==> src/rtl/gpu_pkg.sv <==
// Shared GPU-side constants and types for the RAM arbiter slice.
// Address/data widths, host port id and the index-width helper.
package gpu_pkg;

   localparam int GPU_ADDR_W = 20;
   localparam int GPU_DATA_W = 8;
   localparam int HOST_PORT  = 0;

   function automatic int idx_w(input int n);
      return (n <= 1) ? 1 : $clog2(n);
   endfunction

   typedef struct packed {
      logic                  vld;
      logic                  wr;
      logic [GPU_ADDR_W-1:0] addr;
      logic [GPU_DATA_W-1:0] data;
   } pend_t;

endpackage

==> src/rtl/gpu_ram_arbiter_rr_select.sv <==
// Round-robin selector: first pending requester at or after ptr, one-hot grant.
// Indices are local (0..N-1); the caller maps them onto its own port numbers.
module rr_select
   import gpu_pkg::*;
#(
   parameter int N = 3
) (
   input  logic [N-1:0]         pend,
   input  logic [idx_w(N)-1:0]  ptr,
   output logic [N-1:0]         gnt
);

   logic found;
   int   idx;

   always_comb begin
      gnt   = '0;
      found = 1'b0;
      idx   = 0;
      for (int off = 0; off < N; off++) begin
         idx = int'(ptr) + off;
         if (idx >= N) idx = idx - N;
         if (!found && pend[idx]) begin
            gnt[idx] = 1'b1;
            found    = 1'b1;
         end
      end
   end

endmodule

==> src/rtl/gpu_ram_arbiter.sv <==
// Multi-port GPU RAM arbiter: host port 0 has absolute priority, the rest
// share the RAM round-robin; reads return through a tag pipeline.
module gpu_ram_arbiter
   import gpu_pkg::*;
#(
   parameter int NUM_PORTS  = 4,
   parameter int RD_LATENCY = 2
) (
   input  logic                             GPU_CLK,
   input  logic                             resetn,
   input  logic [NUM_PORTS-1:0]             req_rd,
   input  logic [NUM_PORTS-1:0]             req_wr,
   input  logic [GPU_ADDR_W*NUM_PORTS-1:0]  req_addr,
   input  logic [GPU_DATA_W*NUM_PORTS-1:0]  req_wdata,
   output logic [NUM_PORTS-1:0]             port_busy,
   output logic [NUM_PORTS-1:0]             rd_rdy,
   output logic [GPU_DATA_W-1:0]            rData,
   output logic [NUM_PORTS-1:0]             overrun,
   output logic [GPU_ADDR_W-1:0]            ram_addr,
   output logic [GPU_DATA_W-1:0]            ram_wdata,
   output logic                             ram_wr_ena,
   output logic                             ram_rd_ena,
   input  logic [GPU_DATA_W-1:0]            ram_rData
);

   localparam int PW = idx_w(NUM_PORTS);
   localparam int RN = NUM_PORTS - 1;
   localparam int RW = idx_w(RN);

   pend_t [NUM_PORTS-1:0]     pend_q, pend_d;
   logic  [NUM_PORTS-1:0]     ovr_q, ovr_d;
   logic  [NUM_PORTS-1:0]     rd_rdy_q, rd_rdy_d;
   logic  [NUM_PORTS-1:0]     pend_vld, gnt_oh;
   logic  [RN-1:0]            rr_gnt;
   logic  [RW-1:0]            rr_ptr;
   logic  [PW-1:0]            ptr_q, ptr_d, gnt_idx;
   logic                      gnt_vld;
   pend_t                     gnt_req;
   logic  [GPU_ADDR_W-1:0]    ram_addr_q, ram_addr_d;
   logic  [GPU_DATA_W-1:0]    ram_wdata_q, ram_wdata_d;
   logic  [GPU_DATA_W-1:0]    rdata_q, rdata_d;
   logic                      ram_wr_q, ram_wr_d, ram_rd_q, ram_rd_d;
   logic  [RD_LATENCY:0][PW-1:0] tag_q, tag_d;
   logic  [RD_LATENCY:0]      vld_pipe_q, vld_pipe_d;

   always_comb begin
      for (int p = 0; p < NUM_PORTS; p++) pend_vld[p] = pend_q[p].vld;
   end

   // Round-robin pointer is kept in port numbering (1..NUM_PORTS-1).
   assign rr_ptr = RW'(ptr_q - PW'(1));

   rr_select #(.N(RN)) u_rr (
      .pend (pend_vld[NUM_PORTS-1:1]),
      .ptr  (rr_ptr),
      .gnt  (rr_gnt)
   );

   always_comb begin
      gnt_vld = 1'b0;
      gnt_idx = '0;
      if (pend_vld[HOST_PORT]) begin
         gnt_vld = 1'b1;
         gnt_idx = PW'(HOST_PORT);
      end else begin
         for (int i = 0; i < RN; i++) begin
            if (rr_gnt[i]) begin
               gnt_vld = 1'b1;
               gnt_idx = PW'(i + 1);
            end
         end
      end
      gnt_oh          = '0;
      gnt_oh[gnt_idx] = gnt_vld;
      gnt_req         = pend_q[gnt_idx];
   end

   always_comb begin
      ptr_d = ptr_q;
      if (gnt_vld && gnt_idx != PW'(HOST_PORT))
         ptr_d = (gnt_idx == PW'(NUM_PORTS - 1)) ? PW'(1) : gnt_idx + PW'(1);
   end

   // A port being granted this cycle frees its slot, so a same-cycle
   // request lands without counting as an overrun.
   always_comb begin
      pend_d = pend_q;
      ovr_d  = ovr_q;
      for (int p = 0; p < NUM_PORTS; p++) begin
         if (gnt_oh[p]) pend_d[p].vld = 1'b0;
         if (req_rd[p] || req_wr[p]) begin
            if (!pend_q[p].vld || gnt_oh[p]) begin
               pend_d[p].vld  = 1'b1;
               pend_d[p].wr   = req_wr[p];
               pend_d[p].addr = req_addr[GPU_ADDR_W*p +: GPU_ADDR_W];
               pend_d[p].data = req_wdata[GPU_DATA_W*p +: GPU_DATA_W];
            end else begin
               ovr_d[p] = 1'b1;
            end
         end
      end
   end

   always_comb begin
      ram_addr_d  = ram_addr_q;
      ram_wdata_d = ram_wdata_q;
      ram_wr_d    = 1'b0;
      ram_rd_d    = 1'b0;
      if (gnt_vld) begin
         ram_addr_d = gnt_req.addr;
         if (gnt_req.wr) begin
            ram_wdata_d = gnt_req.data;
            ram_wr_d    = 1'b1;
         end else begin
            ram_rd_d    = 1'b1;
         end
      end
   end

   // Stage k of the tag pipe is valid k cycles after the read strobe;
   // the last stage lines up with ram_rData.
   always_comb begin
      vld_pipe_d = {vld_pipe_q[RD_LATENCY-1:0], gnt_vld & ~gnt_req.wr};
      tag_d      = {tag_q[RD_LATENCY-1:0], gnt_idx};
      rd_rdy_d   = '0;
      rdata_d    = rdata_q;
      if (vld_pipe_q[RD_LATENCY]) begin
         rd_rdy_d[tag_q[RD_LATENCY]] = 1'b1;
         rdata_d                     = ram_rData;
      end
   end

   always_ff @(posedge GPU_CLK or negedge resetn) begin
      if (!resetn) begin
         pend_q      <= '0;
         ovr_q       <= '0;
         rd_rdy_q    <= '0;
         ptr_q       <= PW'(1);
         ram_addr_q  <= '0;
         ram_wdata_q <= '0;
         ram_wr_q    <= 1'b0;
         ram_rd_q    <= 1'b0;
         rdata_q     <= '0;
         tag_q       <= '0;
         vld_pipe_q  <= '0;
      end else begin
         pend_q      <= pend_d;
         ovr_q       <= ovr_d;
         rd_rdy_q    <= rd_rdy_d;
         ptr_q       <= ptr_d;
         ram_addr_q  <= ram_addr_d;
         ram_wdata_q <= ram_wdata_d;
         ram_wr_q    <= ram_wr_d;
         ram_rd_q    <= ram_rd_d;
         rdata_q     <= rdata_d;
         tag_q       <= tag_d;
         vld_pipe_q  <= vld_pipe_d;
      end
   end

   assign port_busy  = pend_vld;
   assign overrun    = ovr_q;
   assign rd_rdy     = rd_rdy_q;
   assign rData      = rdata_q;
   assign ram_addr   = ram_addr_q;
   assign ram_wdata  = ram_wdata_q;
   assign ram_wr_ena = ram_wr_q;
   assign ram_rd_ena = ram_rd_q;

endmodule
==> config.mk <==
export PLATFORM = sky130hd
export DESIGN_NAME = gpu_ram_arbiter
export DESIGN_NICKNAME = d
export VERILOG_FILES = /design/src/rtl/gpu_pkg.sv /design/src/rtl/gpu_ram_arbiter_rr_select.sv /design/src/rtl/gpu_ram_arbiter.sv
export SDC_FILE = /design/constraint.sdc
export NUM_CORES = 1
export LEC_CHECK = 0
export BUFFER_PORTS_ARGS = -buffer_cell sky130_fd_sc_hd__buf_2
export CORE_AREA = 2 2 143 145
export DETAILED_ROUTE_END_ITERATION = 10
export DIE_AREA = 0 0 145 147
export PLACE_DENSITY_LB_ADDON = 0.05
export SLEW_MARGIN = 30
export SYNTH_ARGS = -nofsm -noshare
export SYNTH_HDL_FRONTEND = slang
export SYNTH_SLANG_ARGS = --single-unit
==> constraint.sdc <==
create_clock -name GPU_CLK -period 4.3 [get_ports GPU_CLK]
set_clock_uncertainty 0.15 [all_clocks]
set_input_delay 0.645 -clock GPU_CLK [delete_from_list [all_inputs] [get_ports GPU_CLK]]
set_output_delay 0.645 -clock GPU_CLK [all_outputs]
set_load 0.02 [all_outputs]
Yosys cells after proc, flatten, opt, wreduce, memory -nomap -nowiden
Cells that the tools add are included.

Register bits after elaboration: 177.

Reductions and logical operators: 32. $lt $le $gt $ge: 13. Bitwise operators: 9. Multiplexer cells: 55. Equal/unequal tests: 1. Add/subtract/negate cells: 7.

Operators by type and width (number): two-way mux 30 bit (8); >= comparator 32 x 1 -> 1 bit (second input constant) (3); < comparator 32 x 4 -> 1 bit (second input constant) (3); two-way mux 32 bit (3); >= comparator 32 x 3 -> 1 bit (second input constant) (2); subtractor 32 x 3 -> 32 bit (second input constant) (2); binary-select mux 30 bit (select 2 bit) (1); two-way mux 29 bit (1); two-way mux 1 bit (26); AND reduction 2 bit (9); demux 1 bit (select 2 bit) (5); two-way mux 3 bit (3); logical AND 1 bit (8); logical OR 1 bit (8); two-way mux 2 bit (4); binary-select mux 1 bit (select 2 bit) (3); zero test 1 bit (6); < comparator 2 x 3 -> 1 bit (second input constant) (2); bitwise OR 3 bit (2); NOT 1 bit (5); bitwise AND 4 bit (1); >= comparator 2 x 1 -> 1 bit (second input constant) (2); two-way mux 4 bit (1); adder 2 x 1 -> 3 bit (second input constant) (1); 8 further kinds (8).

Depth between registers and ports, before layout
Gate-level depths: netlist of the first run.

Word-level depth: 25. Mapped depth: 18. Gate-level depth less buffers: 14.

Hierarchy
A second synthesis of the first run with hierarchy kept.

Cell total of the unflattened synthesis: 642. Area total of the unflattened synthesis: 8209.1 um2.

Modules (own cells, without submodules): gpu_ram_arbiter (times used 1, sequential area each 4405.5 um2, cells each 607, area each 7943.9 um2); rr_select (times used 1, sequential area each 0.0 um2, cells each 35, area each 265.3 um2).

Least setup slack after synthesis of the first run
Ideal clock, no wire load.

Path type: flip-flop to flip-flop. Start: reg ptr_q[0]. End: reg pend_q[44] (netlist name). Arrival: 4002 ps. Data required time: 4025 ps. Buffers on the path: 4. Path slack: 23 ps. Stages on the path, launching flop included: 18. Path through: dfstp_2 inv_1 ha_1 xnor2_2 mux2i_1 o31ai_2 and2_0 clkbuf_1 buf_1 a21oi_1 inv_1 ha_1 inv_1 o21ai_2 o21a_1 buf_4 buf_6 mux2_2.

Elaborated cells on any way between the ends: 63.

RTL lines: from (decl) (RTL line gpu_ram_arbiter.sv:36) `logic [PW-1:0] ptr_q, ptr_d, gnt_idx;`; from (signal assigned) (RTL line gpu_ram_arbiter.sv:150) `ptr_q <= ptr_d;`; subtractor 2 x 1 -> 2 bit (*) (RTL line gpu_ram_arbiter.sv:51) `assign rr_ptr = RW'(ptr_q - PW'(1));`; parallel branches: the longest is 11 deep, another holds subtractor 32 x 3 -> 32 bit; two-way mux 3 bit (*) (RTL line gpu_ram_arbiter_rr_select.sv:23) `if (!found && pend[idx]) begin`; two-way mux 2 bit (RTL line gpu_ram_arbiter.sv:67) `if (rr_gnt[i]) begin`; two-way mux 2 bit (*) (RTL line gpu_ram_arbiter.sv:67); two-way mux 2 bit (*) (RTL line gpu_ram_arbiter.sv:62) `if (pend_vld[HOST_PORT]) begin`; net gnt_idx[1] (RTL line gpu_ram_arbiter.sv:36); < comparator 2 x 3 -> 1 bit (implied by the code) or >= comparator 2 x 1 -> 1 bit (tied branches) (RTL line gpu_ram_arbiter.sv:74) `gnt_oh[gnt_idx] = gnt_vld;`; logical AND 1 bit (implied by the code) (RTL line gpu_ram_arbiter.sv:74); two-way mux 1 bit (implied by the code) (RTL line gpu_ram_arbiter.sv:74); demux 1 bit (select 2 bit) (*) (RTL line gpu_ram_arbiter.sv:74); bitwise AND 4 bit (no line) (*); logical OR 1 bit (*) (RTL line gpu_ram_arbiter.sv:92) `if (!pend_q[p].vld || gnt_oh[p]) begin`; AND reduction 2 bit (no line) (*); to (signal assigned) (RTL line gpu_ram_arbiter.sv:147) `pend_q <= pend_d;`; to (decl) (RTL line gpu_ram_arbiter.sv:30) `pend_t [NUM_PORTS-1:0] pend_q, pend_d;`.

Mark *: on every way through the listed nets, which the timed path passes. The select of a mux whose other input is x is not followed. A chain may end at the register's enable or synchronous reset.

Final worst setup path of the first run
Start: reg ptr_q[0]. End: reg pend_q[37] (netlist name).

Longest elaborated chain between the ends: 24. Elaborated cells on any way between the ends: 63.

RTL lines (RTL line): subtractor 2 x 1 -> 2 bit (*) (gpu_ram_arbiter.sv:51); parallel branches: the longest is 11 deep, another holds subtractor 32 x 3 -> 32 bit; two-way mux 3 bit (*) (gpu_ram_arbiter_rr_select.sv:23); two-way mux 1 bit (gpu_ram_arbiter.sv:67); two-way mux 2 bit (gpu_ram_arbiter.sv:67); two-way mux 2 bit (*) (gpu_ram_arbiter.sv:67); two-way mux 2 bit (*) (gpu_ram_arbiter.sv:62); net gnt_idx[0] (gpu_ram_arbiter.sv:36); < comparator 2 x 3 -> 1 bit (implied by the code) or >= comparator 2 x 1 -> 1 bit (tied branches) (gpu_ram_arbiter.sv:74); logical AND 1 bit (implied by the code) (gpu_ram_arbiter.sv:74); two-way mux 1 bit (implied by the code) (gpu_ram_arbiter.sv:74); demux 1 bit (select 2 bit) (*) (gpu_ram_arbiter.sv:74); bitwise AND 4 bit (no line) (*); logical OR 1 bit (*) (gpu_ram_arbiter.sv:92); AND reduction 2 bit (no line) (*).

Marks and branches as above.

==> results of run 1 <==
==> worst max-delay path: stages (launching register included) <==
cell and delay (ns):
dfstp_2 0.53, inv_1 0.06, ha_1 0.35, xnor2_2 0.17, buf_4 0.17, and3_2 0.21, or4_4 0.54, o211ai_4 0.17
a21oi_1 0.11, nor2_2 0.16, ha_1 0.18, inv_1 0.08, o21ai_2 0.24, o21a_2 0.22, buf_4 0.20, mux2_2 0.35
==> metrics by stage <==
| step | area (um2) | instances | setup slack (ns) | power (W) | utilization, % |
|---|---|---|---|---|---|
| 6_report | 9600 | 1064 | 0.282 | 0.00640 | 48.4 |
| 5_1_grt | 9600 | 1064 | 0.0769 | 0.00681 | 48.4 |
| 4_1_cts | 9540 | 1061 | 0.0996 | 0.00645 | 48.1 |
| 3_5_place_dp | 8960 | 1029 | 0.122 | 0.00493 | 45.2 |
| 3_3_place_gp | 8930 | 1027 | 0.245 | 0.00486 | 45.0 |
| 2_1_floorplan | 7750 | 601 | 0.0230 | 0.00417 | - |
==> what timing repair did <==
item | in CTS | in global routing
hold endpoints to repair | 0 | 24
hold buffers | 0 | 1
resized for setup | 0 | 3
endpoints found under the setup margin | 0 | 76
==> cell type report <==
cell class / count / area (um2)
clock buffer: 18 / 439
sequential: 176 / 4410
antenna: 1 / 2.50
clock inverter: 14 / 138
inverter: 9 / 33.8
fill: 1844 / 10200
tap: 270 / 338
timing repair buffer: 201 / 1130
multi-input combinational: 375 / 3110
==> cell usage in the layout (no fill, tap or decap), types with 3 or more instances in the layout <==
cell	instances
dfrtp_1	174
nand3b_1	4
mux2i_1	4
a22oi_1	20
mux2_2	106
mux2_1	16
ha_1	8
inv_1	9
nor2b_1	3
nor2_1	34
mux2_4	9
inv_8	4
a2bb2oi_1	13
a22o_1	4
buf_4	16
buf_2	178
nand3_1	3
clkbuf_16	17
o21ai_0	13
o211ai_1	9
and3_1	9
nand2_1	20
a211o_1	8
a21oi_1	51
o21bai_1	3
inv_6	5
o21ai_2	3
==> cells by family after synthesis <==
kind of cell             count (synthesis)  share of synthesized area (%)
flip-flops                             176                           56.9
multiplexers                           135                           20.0
AO/OA/AOI/OAI                          134                           11.6
AND/OR/NAND/NOR                         96                           6.38
buffers and inverters                   50                           3.54
adder cells (fa/ha/maj)                  8                           1.29
XOR/XNOR                                 2                          0.323
==> registers in the layout (all words and copies together), names as in the netlist, 3 cells and up <==
register	flops
pend_q	116
rData	8
vld_pipe_q	3
ram_wdata	8
overrun	4
rd_rdy	4
port_busy	4
ram_addr	20
tag_d	4
==> power by group <==
part           internal [W]  switching [W]  leakage (nW)  total [W]
registers           0.00227       0.000337          2.12    0.00261
logic               0.00106        0.00122          2.02    0.00229
clock network      0.000787       0.000714         0.279    0.00150
total               0.00412        0.00227          4.42    0.00640
==> routing by layer <==
| layer | global-route usage (%) | vias up | share of wire (%) |
|---|---|---|---|
| li1 | - | 2515 | - |
| met1 | 26.1 | 2675 | 45 |
| met2 | 32.3 | 172 | 48 |
| met3 | 4.53 | 22 | 5.0 |
| met4 | 5.99 | 2 | 1.5 |
| met5 | 0 | - | 0.055 |
==> worst min-delay path by stage <==
stage	startpoint	endpoint	slack, ns	cells after the start
floorplan	tag_d[2]	tag_d[4]	0.18	0
global placement	vld_pipe_q[1]	vld_pipe_q[2]	0.18	0
detailed placement	vld_pipe_q[1]	vld_pipe_q[2]	0.19	0
CTS	vld_pipe_q[1]	vld_pipe_q[2]	0.20	0
global route	vld_pipe_q[1]	vld_pipe_q[2]	0.21	0
finish	vld_pipe_q[1]	vld_pipe_q[2]	0.20	0
==> key figures, run 1 <==
Worst setup path
  • Setup crit start: ptr_q[0]
  • Crit Path Class: flop to flop
  • R2r endpoint: pend_q[37]
  • Worst r2r path cells: 15
  • Flop-to-flop setup slack: approximately 0.28 ns
  • Critical Path RT: roughly 4.5 ns
  • Worst Setup End Kind: flop
  • Startpoint types: flop
  • Worst r2r src: ptr_q[0]
  • Worst Setup EP: pend_q[37]
  • Worst-path maximum fanout: 8
  • CP arrival: 4.17 ns

STA
  • Final Max Tran Viols: 0
  • Final setup viols: 0
  • Final period utilization: between 90 and 100%
  • Final Hold Fails: 0
  • Setup TNS: 0 ns
  • Crit path time final: ~4 ns
  • Worst hold margin: about 0.2 ns
  • Max_slew headroom: just over 50%
  • Fmax: 249 MHz
  • RSZ-0062 raised after global routing: false
  • Pin slew with the least headroom to its limit: between 0.7 and 0.8 ns

CTS
  • Post-CTS Setup Inserts: 0
  • Num CTS Buffers: 17
  • Reg clk slew, reported paths: roughly 0.07 ns
  • CTS tree: done
  • Clock latency on the worst-skew pair: around 0.42 ns
  • Htree depth: 4
  • CTS root buffer: clkbuf_16
  • Clock Path Buffers: 2
  • Clk sinks: about 180

Flow run
  • Max Cap Viol: 0

Floorplan
  • Die Height: about 150 um
  • Starting Density: 39.0%
  • Area of the die: roughly 21000 um2
  • Num ports: 180
  • Std-Cell Rows: 52
  • Core Footprint: about 20000 um2
  • Die width: between 100 and 150 um

Power and ir drop
  • IR drop worst, VDD: 0.259 mV
  • Pwr Density: about 670 nW/um2
  • Leakage: 4.42 nW

GRT
  • Global-route wire length before repair: 32600 um
  • GRT overflow: 0
  • Antenna violations before repair: 3
  • Largest net degree at the start of global routing: 107
  • Total track usage: around 20%
  • Vias in the first global route: 5799

Layout
  • Layout cells sized above 1: 46.7%
  • Synth-to-Final Area Change: 23.9%
  • # nets final: about 920

Place
  • Port Buffers: between 150 and 200
  • Detailed placement HPWL: ~14000 um
  • GPL Wtd Cong: approximately 0.84

Yosys
  • Leading cell type by number of instances after synthesis: dfrtp_1
  • Cell taking the most area after synthesis: dfrtp_1
  • Synth Cell Area: about 7700 um2
  • Yosys Warn Count: 0
  • Asr flop ratio synth: 100%
  • Register area share after synthesis: between 50% and 60%
  • Synth area leaders: dfrtp_1, mux2_2, a21oi_1
  • Syn Inst Count: between 600 and 700
  • Post-synth cell types: 52
  • Synth top area share: 56.5%
  • Primary FF master, synth: dfrtp_1
  • Post-synthesis net count: ~740
  • EDFF count, synth: 0
  • Most instantiated cells after synthesis: dfrtp_1, mux2_2, a21oi_1, nor2_1, clkbuf_1
  • Syn Area/Cell: between 10 and 15 um2
  • Synth Register Bits: 176

Routing
  • Final WL: a little over 20000 um
  • Via count: roughly 5400
  • Vias per inst: about 5
  • Post-route ant nets: 0
  • Initial DRC Count: 220
  • Wire length per cell: 18.9 um
  • Residual DRC: 0
  • Drt pass-1 iters: 4

Outcome
  • Status: finished, final reports clean

Hold path
  • Tightest Hold Check Type: flop to flop
No activity file was read; power rests on OpenSTA's default activity.
==> inputs of run 2 (changes only) <==
--- a/config.mk
+++ b/config.mk
@@ -5,7 +5,7 @@
 export SDC_FILE = /design/constraint.sdc
 export NUM_CORES = 1
 export LEC_CHECK = 0
-export BUFFER_PORTS_ARGS = -buffer_cell sky130_fd_sc_hd__buf_2
+export BUFFER_PORTS_ARGS = -buffer_cell sky130_fd_sc_hd__buf_4
 export CORE_AREA = 2 2 143 145
 export DETAILED_ROUTE_END_ITERATION = 10
 export DIE_AREA = 0 0 145 147
==> key figures, run 2 (same netlist as run 1, synthesis figures left out) <==
GRT
  • Total track usage: 19.7%
  • Global-route wire length before repair: 32300 um
  • GRT overflow: 0
  • Antenna violations before repair: 0
  • Vias in the first global route: between 5000 and 6000
  • Largest net degree at the start of global routing: 96

Worst setup path
  • Startpoint types: flop
  • Crit Path Class: flop to flop
  • Critical Path RT: around 4.5 ns
  • Worst-path maximum fanout: 11
  • Worst Setup End Kind: flop
  • CP arrival: roughly 4.3 ns
  • Flop-to-flop setup slack: a little under 0.2 ns

Flow run
  • Max Cap Viol: 0

CTS
  • CTS root buffer: clkbuf_16
  • Clk sinks: around 180
  • Reg clk slew, reported paths: roughly 0.070 ns
  • Clock latency on the worst-skew pair: ~0.42 ns
  • Post-CTS Hold Buffers: 0
  • Clock Path Buffers: 2
  • Htree depth: 4
  • Num CTS Buffers: 17
  • CTS tree: done

Floorplan
  • Die Height: roughly 150 um
  • Num ports: 180
  • Area of the die: approximately 21000 um2
  • Starting Density: 39.0%
  • Std-Cell Rows: 52
  • Die width: roughly 150 um
  • Core Footprint: between 15000 and 20000 um2

Layout
  • # nets final: 915
  • Antenna Cells: 0
  • Commonest non-fill, non-tap cell in the layout: buf_4
  • Max reg flops: about 120
  • Commonest cells after routing, fill and taps aside: buf_4, dfrtp_1, mux2_2, a21oi_1, nor2_1
  • Finished Cell Area: approximately 10000 um2
  • Layout cells sized above 1: between 40% and 50%
  • Synth-to-Final Area Change: 29.7%
  • Largest Register: pend_q

Hold path
  • Tightest Hold Check Type: input pin to asynchronous set/reset pin

Place
  • Detailed placement HPWL: between 10000 and 15000 um
  • Port Buffers: about 180
  • Placed Area: ~9400 um2
  • GPL Wtd Cong: between 0.8 and 0.9

STA
  • Crit path time final: 4.10 ns
  • Pin slew with the least headroom to its limit: between 0.8 and 0.9 ns
  • Fmax: approximately 240 MHz
  • Max_slew headroom: approximately 44%
  • Final period utilization: between 90 and 100%
  • Final setup viols: 0
  • Setup TNS: 0 ns
  • RSZ-0062 raised after global routing: false
  • Final Hold Fails: 0
  • Final Max Tran Viols: 0

Routing
  • Drt pass-1 iters: 5
  • Vias per inst: between 5 and 6
  • Wire length per cell: a little under 20 um
  • Final WL: between 20000 and 25000 um
  • Initial DRC Count: roughly 170
  • Post-route ant nets: 0
  • Via count: approximately 5400
  • Residual DRC: 0

Outcome
  • Status: finished, final reports clean

Power and ir drop
  • Pwr Density: roughly 670 nW/um2
  • IR drop worst, VDD: 0.270 mV
  • Leakage: around 4.6 nW
  • Tot Pwr: about 0.0067 W
## run 2: cell count changes in the layout (fill, tap and decap cells not counted), moves of 2 or more
| cell | change |
|---|---|
| inv_8 | -2 |
| bufinv_16 | +4 |
| buf_4 | +179 |
| buf_8 | -2 |
| buf_2 | -178 |
## run 2: what timing repair did
item                                    in CTS  in global routing
endpoints found under the setup margin       0                 63
setup buffers                                0                  0
gates resized for setup                      0                  2
## run 2: final timing paths
kind | start | to | cells past startpoint
worst max-delay path | ptr_q[0] | ram_wdata[6] | 12
worst min-delay path | resetn | overrun[0] | 1
worst max register to register | ptr_q[0] | ram_wdata[6] | 12
worst min register to register | vld_pipe_q[1] | vld_pipe_q[2] | 0
max in group asynchronous | resetn | pend_q[107] | 2
min in group GPU_CLK | vld_pipe_q[1] | vld_pipe_q[2] | 0
## run 2: worst max-delay path, cell delays in order, from the launching register on
cell and delay (ns):
dfstp_2 0.53, inv_1 0.06, ha_1 0.35, xnor2_2 0.21, buf_4 0.18, mux2i_1 0.26
a211o_1 0.21, o211ai_4 0.09, buf_4 0.17, nor3_2 0.63, a22o_1 0.28, o21a_1 0.52
mux2_4 0.35
## run 2: power breakdown
group	internal [W]	total (W)	leakage (nW)	switching (W)
Clock	0.00100	0.00168	0.312	0.000679
Sequential	0.00227	0.00262	2.12	0.000346
Combinational	0.00118	0.00240	2.15	0.00122
Total	0.00446	0.00670	4.59	0.00224
## run 2: layout make-up
| class | count | area, um2 |
|---|---|---|
| flip-flops and latches | 176 | 4410 |
| repair buffers | 198 | 1530 |
| clock buffers | 18 | 439 |
| clock inverters | 13 | 199 |
| fillers | 1793 | 9800 |
| well taps | 270 | 338 |
| inverters | 9 | 33.8 |
| multi-input cells | 375 | 3100 |
## run 2: metrics by stage
step	instances	setup slack, ns	hold slack [ns]	util [%]
final	1059	0.197	0.127	50.6
after floorplan	601	0.0230	0.181	-
after global placement	1027	0.260	0.184	47.2
after global routing	1059	0.0416	0.173	50.6
after CTS	1059	0.148	0.191	50.6
after detailed placement	1028	0.161	0.186	47.3
## run 2: layer usage
metal	GRT usage, %	share of wire [%]
met4	6.19	1.5
met5	0	0
met1	25.9	45
met3	5.47	5.5
met2	32.0	48
